### src/rtl/pc_seq_pkg.sv
// pc_seq shared types: FSM states, redirect sources
// and the alignment helper used by the sequencer.
package pc_seq_pkg;

  typedef enum logic [1:0] {
    ST_BOOT,
    ST_ISSUE,
    ST_WAIT_CMT,
    ST_HALT
  } state_e;

  typedef enum logic [2:0] {
    SRC_SEQ,
    SRC_JUMP,
    SRC_MRET,
    SRC_TRAP,
    SRC_HALT
  } src_e;

  localparam int ALIGN_BITS_DEF = 2;

  function automatic int align_bits(input int ilen);
    return $clog2(ilen);
  endfunction

endpackage

### src/rtl/pc_seq_if.sv
// IFU fetch handshake plus WBU commit bus.
// master = PC sequencer, slave = core side.
interface pc_seq_if #(
  parameter int XLEN = 32
);
  logic [XLEN-1:0] pc_o;
  logic            pc_valid;
  logic            pc_ready;
  logic            commit_valid;
  logic            commit_jump;
  logic [XLEN-1:0] commit_target;
  logic            commit_trap;
  logic [XLEN-1:0] trap_vec;
  logic            commit_mret;
  logic [XLEN-1:0] mepc;
  logic            commit_halt;

  modport master (
    output pc_o, pc_valid,
    input  pc_ready, commit_valid,
    input  commit_jump, commit_target,
    input  commit_trap, trap_vec,
    input  commit_mret, mepc,
    input  commit_halt
  );

  modport slave (
    input  pc_o, pc_valid,
    output pc_ready, commit_valid,
    output commit_jump, commit_target,
    output commit_trap, trap_vec,
    output commit_mret, mepc,
    output commit_halt
  );
endinterface

### src/rtl/pc_seq_next_sel.sv
// Next-PC priority mux with misalign detection
// on the mret/jump redirect targets.
module pc_next_sel
  import pc_seq_pkg::*;
#(
  parameter int XLEN       = 32,
  parameter int ILEN_BYTES = 4
) (
  input  logic [XLEN-1:0] i_pc,
  input  logic            i_jump,
  input  logic [XLEN-1:0] i_target,
  input  logic            i_trap,
  input  logic [XLEN-1:0] i_trap_vec,
  input  logic            i_mret,
  input  logic [XLEN-1:0] i_mepc,
  input  logic            i_halt,
  output logic [XLEN-1:0] o_next_pc,
  output logic [XLEN-1:0] o_tgt,
  output src_e            o_src,
  output logic            o_misalign_hit
);
  localparam logic [XLEN-1:0] LOW_MASK =
    XLEN'(ILEN_BYTES - 1);

  logic [XLEN-1:0] w_tvec_al;

  assign w_tvec_al = i_trap_vec & ~LOW_MASK;

  always_comb begin
    o_next_pc      = i_pc + XLEN'(ILEN_BYTES);
    o_tgt          = i_mret ? i_mepc : i_target;
    o_src          = SRC_SEQ;
    o_misalign_hit = 1'b0;
    if (i_halt) begin
      o_next_pc = i_pc;
      o_src     = SRC_HALT;
    end else if (i_trap) begin
      o_next_pc = w_tvec_al;
      o_src     = SRC_TRAP;
    end else if (i_mret || i_jump) begin
      o_src = i_mret ? SRC_MRET : SRC_JUMP;
      // Misaligned redirects fall into the trap vector.
      if ((o_tgt & LOW_MASK) != '0) begin
        o_next_pc      = w_tvec_al;
        o_misalign_hit = 1'b1;
      end else begin
        o_next_pc = o_tgt;
      end
    end
  end

endmodule

### src/rtl/pc_seq.sv
// Architectural PC sequencer: issues PC to the IFU,
// waits for commit, selects next PC, counts instret.
module pc_seq
  import pc_seq_pkg::*;
#(
  parameter int          XLEN       = 32,
  parameter logic [31:0] RESET_VEC  = 32'h8000_0000,
  parameter int          ILEN_BYTES = 4,
  parameter int          CNT_W      = 64
) (
  input  logic             clk,
  input  logic             rst_n,
  pc_seq_if.master         bus,
  output logic             misalign,
  output logic [XLEN-1:0]  bad_addr,
  output logic             halted,
  output logic             proto_err,
  output logic [CNT_W-1:0] instret
);
  state_e          r_state;
  state_e          w_state_nx;
  logic [XLEN-1:0] r_pc;
  logic [XLEN-1:0] w_next_pc;
  logic [XLEN-1:0] w_tgt;
  src_e            w_src;
  logic            w_hit;
  logic            w_commit;
  logic            w_count;

  pc_next_sel #(
    .XLEN       (XLEN),
    .ILEN_BYTES (ILEN_BYTES)
  ) u_sel (
    .i_pc           (r_pc),
    .i_jump         (bus.commit_jump),
    .i_target       (bus.commit_target),
    .i_trap         (bus.commit_trap),
    .i_trap_vec     (bus.trap_vec),
    .i_mret         (bus.commit_mret),
    .i_mepc         (bus.mepc),
    .i_halt         (bus.commit_halt),
    .o_next_pc      (w_next_pc),
    .o_tgt          (w_tgt),
    .o_src          (w_src),
    .o_misalign_hit (w_hit)
  );

  assign bus.pc_o = r_pc;
  assign w_commit = bus.commit_valid &&
                    (r_state == ST_WAIT_CMT);
  assign w_count  = w_commit &&
                    (w_src != SRC_TRAP) && !w_hit;

  always_comb begin
    w_state_nx   = r_state;
    bus.pc_valid = 1'b0;
    halted       = 1'b0;
    unique case (r_state)
      ST_BOOT: w_state_nx = ST_ISSUE;
      ST_ISSUE: begin
        bus.pc_valid = 1'b1;
        if (bus.pc_ready) w_state_nx = ST_WAIT_CMT;
      end
      ST_WAIT_CMT: begin
        if (bus.commit_valid)
          w_state_nx = bus.commit_halt ? ST_HALT
                                       : ST_ISSUE;
      end
      ST_HALT: halted = 1'b1;
      default: w_state_nx = ST_BOOT;
    endcase
  end

  always_ff @(posedge clk or negedge rst_n) begin
    if (!rst_n) r_state <= ST_BOOT;
    else        r_state <= w_state_nx;
  end

  always_ff @(posedge clk or negedge rst_n) begin
    if (!rst_n) begin
      r_pc      <= XLEN'(RESET_VEC);
      misalign  <= 1'b0;
      bad_addr  <= '0;
      proto_err <= 1'b0;
      instret   <= '0;
    end else begin
      misalign <= w_commit && w_hit;
      if (w_commit) r_pc <= w_next_pc;
      if (w_commit && w_hit) bad_addr <= w_tgt;
      if (w_count) instret <= instret + 1'b1;
      if (bus.commit_valid && r_state != ST_WAIT_CMT)
        proto_err <= 1'b1;
    end
  end

endmodule

### src/flat_wrapper.sv
// flat-port wrapper written by rule: the top's interface ports become plain ports
module pc_seq_flat import pc_seq_pkg::*;
#(
  parameter int          XLEN       = 32,
  parameter logic [31:0] RESET_VEC  = 32'h8000_0000,
  parameter int          ILEN_BYTES = 4,
  parameter int          CNT_W      = 64
)
  (clk, rst_n, misalign, bad_addr, halted, proto_err, instret, bus_pc_o, bus_pc_valid, bus_pc_ready, bus_commit_valid, bus_commit_jump, bus_commit_target, bus_commit_trap, bus_trap_vec, bus_commit_mret, bus_mepc, bus_commit_halt);
  pc_seq_if #(.XLEN(XLEN)) bus_i ();
  input  logic clk;
  input  logic rst_n;
  output logic misalign;
  output logic [XLEN-1:0] bad_addr;
  output logic halted;
  output logic proto_err;
  output logic [CNT_W-1:0] instret;
  output wire logic [$bits(bus_i.pc_o)-1:0] bus_pc_o;
  output wire logic [$bits(bus_i.pc_valid)-1:0] bus_pc_valid;
  input wire logic [$bits(bus_i.pc_ready)-1:0] bus_pc_ready;
  input wire logic [$bits(bus_i.commit_valid)-1:0] bus_commit_valid;
  input wire logic [$bits(bus_i.commit_jump)-1:0] bus_commit_jump;
  input wire logic [$bits(bus_i.commit_target)-1:0] bus_commit_target;
  input wire logic [$bits(bus_i.commit_trap)-1:0] bus_commit_trap;
  input wire logic [$bits(bus_i.trap_vec)-1:0] bus_trap_vec;
  input wire logic [$bits(bus_i.commit_mret)-1:0] bus_commit_mret;
  input wire logic [$bits(bus_i.mepc)-1:0] bus_mepc;
  input wire logic [$bits(bus_i.commit_halt)-1:0] bus_commit_halt;
  assign bus_pc_o = bus_i.pc_o;
  assign bus_pc_valid = bus_i.pc_valid;
  assign bus_i.pc_ready = bus_pc_ready;
  assign bus_i.commit_valid = bus_commit_valid;
  assign bus_i.commit_jump = bus_commit_jump;
  assign bus_i.commit_target = bus_commit_target;
  assign bus_i.commit_trap = bus_commit_trap;
  assign bus_i.trap_vec = bus_trap_vec;
  assign bus_i.commit_mret = bus_commit_mret;
  assign bus_i.mepc = bus_mepc;
  assign bus_i.commit_halt = bus_commit_halt;
  pc_seq #(.XLEN(XLEN), .RESET_VEC(RESET_VEC), .ILEN_BYTES(ILEN_BYTES), .CNT_W(CNT_W)) u_core (.clk(clk), .rst_n(rst_n), .bus(bus_i), .misalign(misalign), .bad_addr(bad_addr), .halted(halted), .proto_err(proto_err), .instret(instret));
endmodule
### config.mk
export PLATFORM = sky130hd
export DESIGN_NAME = pc_seq_flat
export DESIGN_NICKNAME = d
export VERILOG_FILES = /design/src/rtl/pc_seq_pkg.sv /design/src/rtl/pc_seq_if.sv /design/src/rtl/pc_seq_next_sel.sv /design/src/rtl/pc_seq.sv /design/src/flat_wrapper.sv
export SDC_FILE = /design/constraint.sdc
export NUM_CORES = 1
export LEC_CHECK = 0
export BUFFER_PORTS_ARGS = -buffer_cell sky130_fd_sc_hd__buf_2
export CAP_MARGIN = 30
export CORE_MARGIN = 8
export CORE_UTILIZATION = 45
export CTS_CLUSTER_DIAMETER = 80
export DETAILED_ROUTE_END_ITERATION = 7
export PLACE_DENSITY = 0.72
export RECOVER_POWER = 25
export SYNTH_ARGS = -nofsm -noshare
export SYNTH_HDL_FRONTEND = slang
export SYNTH_SLANG_ARGS = --single-unit
export TNS_END_PERCENT = 100
### constraint.sdc
create_clock -name clk -period 3.7 [get_ports clk]
set_clock_uncertainty 0.2 [all_clocks]
set_input_delay 0.37 -clock clk [delete_from_list [all_inputs] [get_ports clk]]
set_output_delay 0.37 -clock clk [all_outputs]
set_load 0.005 [all_outputs]
==> flow_summary.ini <==
[synth]
syn_area_sq_um = 7250
synth_cells = 757
yosysSeqAreaShare_pct = 45.6
synth_fp_nets = 867
synth-async-reset-ratio_pct = 100
synth.avg_cell_area_sq_um = 9.58
ys_seq_elements = 132
yosysUniqueCellTypes = 69
synth_flop_cell = dfrtp_1
synth_edf_count = 0
synth.yosys.warnings = 0

[setup_path]
end_kind = async pin
slowest_delay_ns = 1.55
worst_setup_path_start_kind = input port
cp.buffers_inverters = 4
worstPathArrival_ns = 3.22
r2r_cells = 6
path_max_fanout = 70
slowest_stage = clkbuf_1
crit_family = buffers and inverters
crit_chain = dlygate4sd3_1 -> clkbuf_1 -> buf_16 -> buf_4
r2r-start = u_core.bus.pc_o[2]
crit_type = input port to async pin
r2r-end = u_core.bus.pc_o[20]
cp.required_ns = 4.10
r2r_setup_slack_ns = 1.00

[clock_tree]
clk_pin_slew_ns = 0.06
clkLatencyLatePin_ns = 0.42
cts_buffers = 17
cts_resized = 0
cts_hold_buf = 1
clkSinkCount = 132
cts-root-buf = clkbuf_16
cts_tree = built
htreeDepth = 4
clk_path_buf_depth = 2
post_cts_buffers = 0

[power]
power_density_nw_per_um2 = 571
netSwitchingPower_mw = 1.72
ir_drop_mv = 0.306
power.share.switching_pct = 32.4
p_total_mw = 5.31
p_comb_share_pct = 24.6
pwr-share-clk_pct = 34.5
seq_power_share_pct = 40.9
p_leak_nw = 4.61
p_int_mw = 3.59

[final_layout]
post-route-util_pct = 58.7
drive_gt1_share_pct = 31.4
num_antenna_cells = 0
area_growth_pct = 28.1
fillerInstances = 1410
final_cells = 1213
final_nets = 1094

[hold_path]
hp-class = input port to register
min_from = bus_commit_valid
hold_end = u_core.proto_err
whs_path_depth = 3

[timing]
maxSlewViolCount = 37
setup_tns_ns = 0
timing.hold.ws_ns = 0.0347
finalSetupViolations = 0
hold_violations = 0
min_period_ns = 2.82
slew_headroom_pct = -45.9
worst_pin_slew_ns = 2.19
fin_crit_sh_pct = 76.2
max_freq_ghz = 0.355
rsz0062_at_grt = false

[drt]
dr.max_layer_used = met4
ant_nets = 0
finalWirelength_mm = 22.9
drc = 0
wl_met2_mm = 10.6
drt-pass1-iter-count = 5
via_per_inst = 5.67
drt_iter0_markers = 478
met1_length_mm = 9.67
routedWlPerCell_um = 18.9
vias = 6872
met3_wirelength_mm = 2.22

[floorplanning]
die_h_um = 143
coreArea_sq_um = 15800
rows = 46
initial_core_util_pct = 45.8
pin_count = 236
die-area_sq_um = 20400
fp.dieW_um = 143

[place]
post-dp-hpwl_mm = 16.8
io_buffers = 233
placed_cells = 1180
gp_congestion = 0.878

[grt]
grt_overflow = 0
grt_pass1_wl_mm = 36.1
antenna_found_initial = 0
track_usage_pct = 22.3
grt_max_degree = 71
grt_pass1_vias = 6653

[job]
drv_cap = 1

[run_status]
violations = capacitance limit, slew limit
status = finished with violations
==> state kept, by name (all words and copies together) (netlist names) <==
register and flops:
u_core.bad_addr 32, u_core.misalign 1, u_core.instret 64, u_core.bus.pc_o 32, u_core.r_state 2, u_core.proto_err 1
==> cell type report <==
type                       instances  area, sq um  share of cell area, %
clock buffer                      18          439                   4.72
clock inverter                    14          199                   2.14
inverter                          19         71.3                  0.767
multi-input combinational        565         3690                   39.7
sequential                       132         3300                   35.5
tap                              216          270                   2.91
timing repair buffer             249         1320                   14.2
==> worst max-delay path by stage <==
stage	startpoint	endpoint	slack (ns)	cells past startpoint
2_1_floorplan	u_core.bus.pc_o[2]	u_core.bus.pc_o[22]	1.43	6
3_5_place_dp	bus_commit_trap	u_core.instret[51]	0.93	6
5_1_grt	rst_n	u_core.bus.pc_o[2]	0.47	4
6_report	rst_n	u_core.bus.pc_o[2]	0.88	4
4_1_cts	u_core.bus.pc_o[2]	u_core.bus.pc_o[20]	1.07	6
3_3_place_gp	bus_commit_trap	u_core.instret[55]	0.96	6
==> Yosys cell counts, types with 5 or more instances <==
library cell | number | area (sq um)
nor3_1 | 18 | 90.1
nand4_1 | 26 | 163
xnor2_1 | 32 | 280
nor2b_1 | 6 | 37.5
o21ai_0 | 41 | 205
inv_1 | 18 | 67.6
nand2_1 | 39 | 146
dfrtp_1 | 131 | 3280
or2_2 | 5 | 31.3
xor2_1 | 35 | 307
ha_1 | 6 | 75.1
o211ai_1 | 5 | 37.5
or3_1 | 5 | 31.3
nor4_1 | 12 | 75.1
and3_1 | 17 | 106
o221ai_1 | 5 | 43.8
and4_1 | 10 | 87.6
nor2_1 | 74 | 278
clkbuf_1 | 23 | 86.3
nand3_1 | 39 | 195
buf_2 | 13 | 65.1
mux2i_1 | 30 | 300
a21oi_1 | 65 | 325
==> worst register-to-register path, cell delays in order, from the launching register on <==
cell	delay (ns)
dfrtp_1	0.46
ha_1	0.26
nand3_1	0.20
nor4_2	0.87
nand4_1	0.21
a21o_1	0.22
a22o_1	0.17
==> layout by cell type (no fill, tap or decap), types with 6 or more instances in the layout <==
cell,n
xor2_1,35
a21oi_1,65
nand2_1,39
o21ai_0,41
nand4_1,26
inv_1,18
nor4_1,12
nor2_1,74
xnor2_1,32
and4_1,10
buf_4,13
buf_2,232
dfrtp_1,131
nand3_1,39
clkbuf_16,17
nor3_1,18
and3_1,17
ha_1,6
mux2i_1,30
==> metal layers <==
metal | vias up | global-route usage [%]
met5 | - | 0
met4 | 0 | 8.22
met3 | 37 | 6.68
met2 | 300 | 34.0
met1 | 3309 | 29.3
li1 | 3226 | -
==> power groups by stage <==
| stage | sequential [mW] | clock, mW | combinational [mW] |
|---|---|---|---|
| floorplan | 2.15 | 0 | 0.638 |
| global placement | 2.17 | 0 | 1.29 |
| detailed placement | 2.18 | 0 | 1.32 |
| CTS | 2.16 | 1.87 | 1.33 |
| global route | 2.23 | 1.93 | 1.46 |
| finish | 2.17 | 1.83 | 1.30 |
==> metrics by stage <==
step | setup slack (ns) | area [sq um]
6_report | 0.881 | 9300
5_1_grt | 0.471 | 9300
3_5_place_dp | 0.933 | 8660
4_1_cts | 1.07 | 9300
2_1_floorplan | 1.43 | 7250
3_3_place_gp | 0.962 | 8630
==> kinds of logic after synthesis <==
family	count (synthesis)	synth area share, %
AOI/OAI and AO/OA	179	16.0
xor gates and xnor gates	67	8.09
adders and majority gates	6	1.03
buffers and inverters	60	3.59
DFF	132	45.6
muxes	33	4.61
and+or+nand+nor	280	21.2
Power figures use the tool's default switching activity.
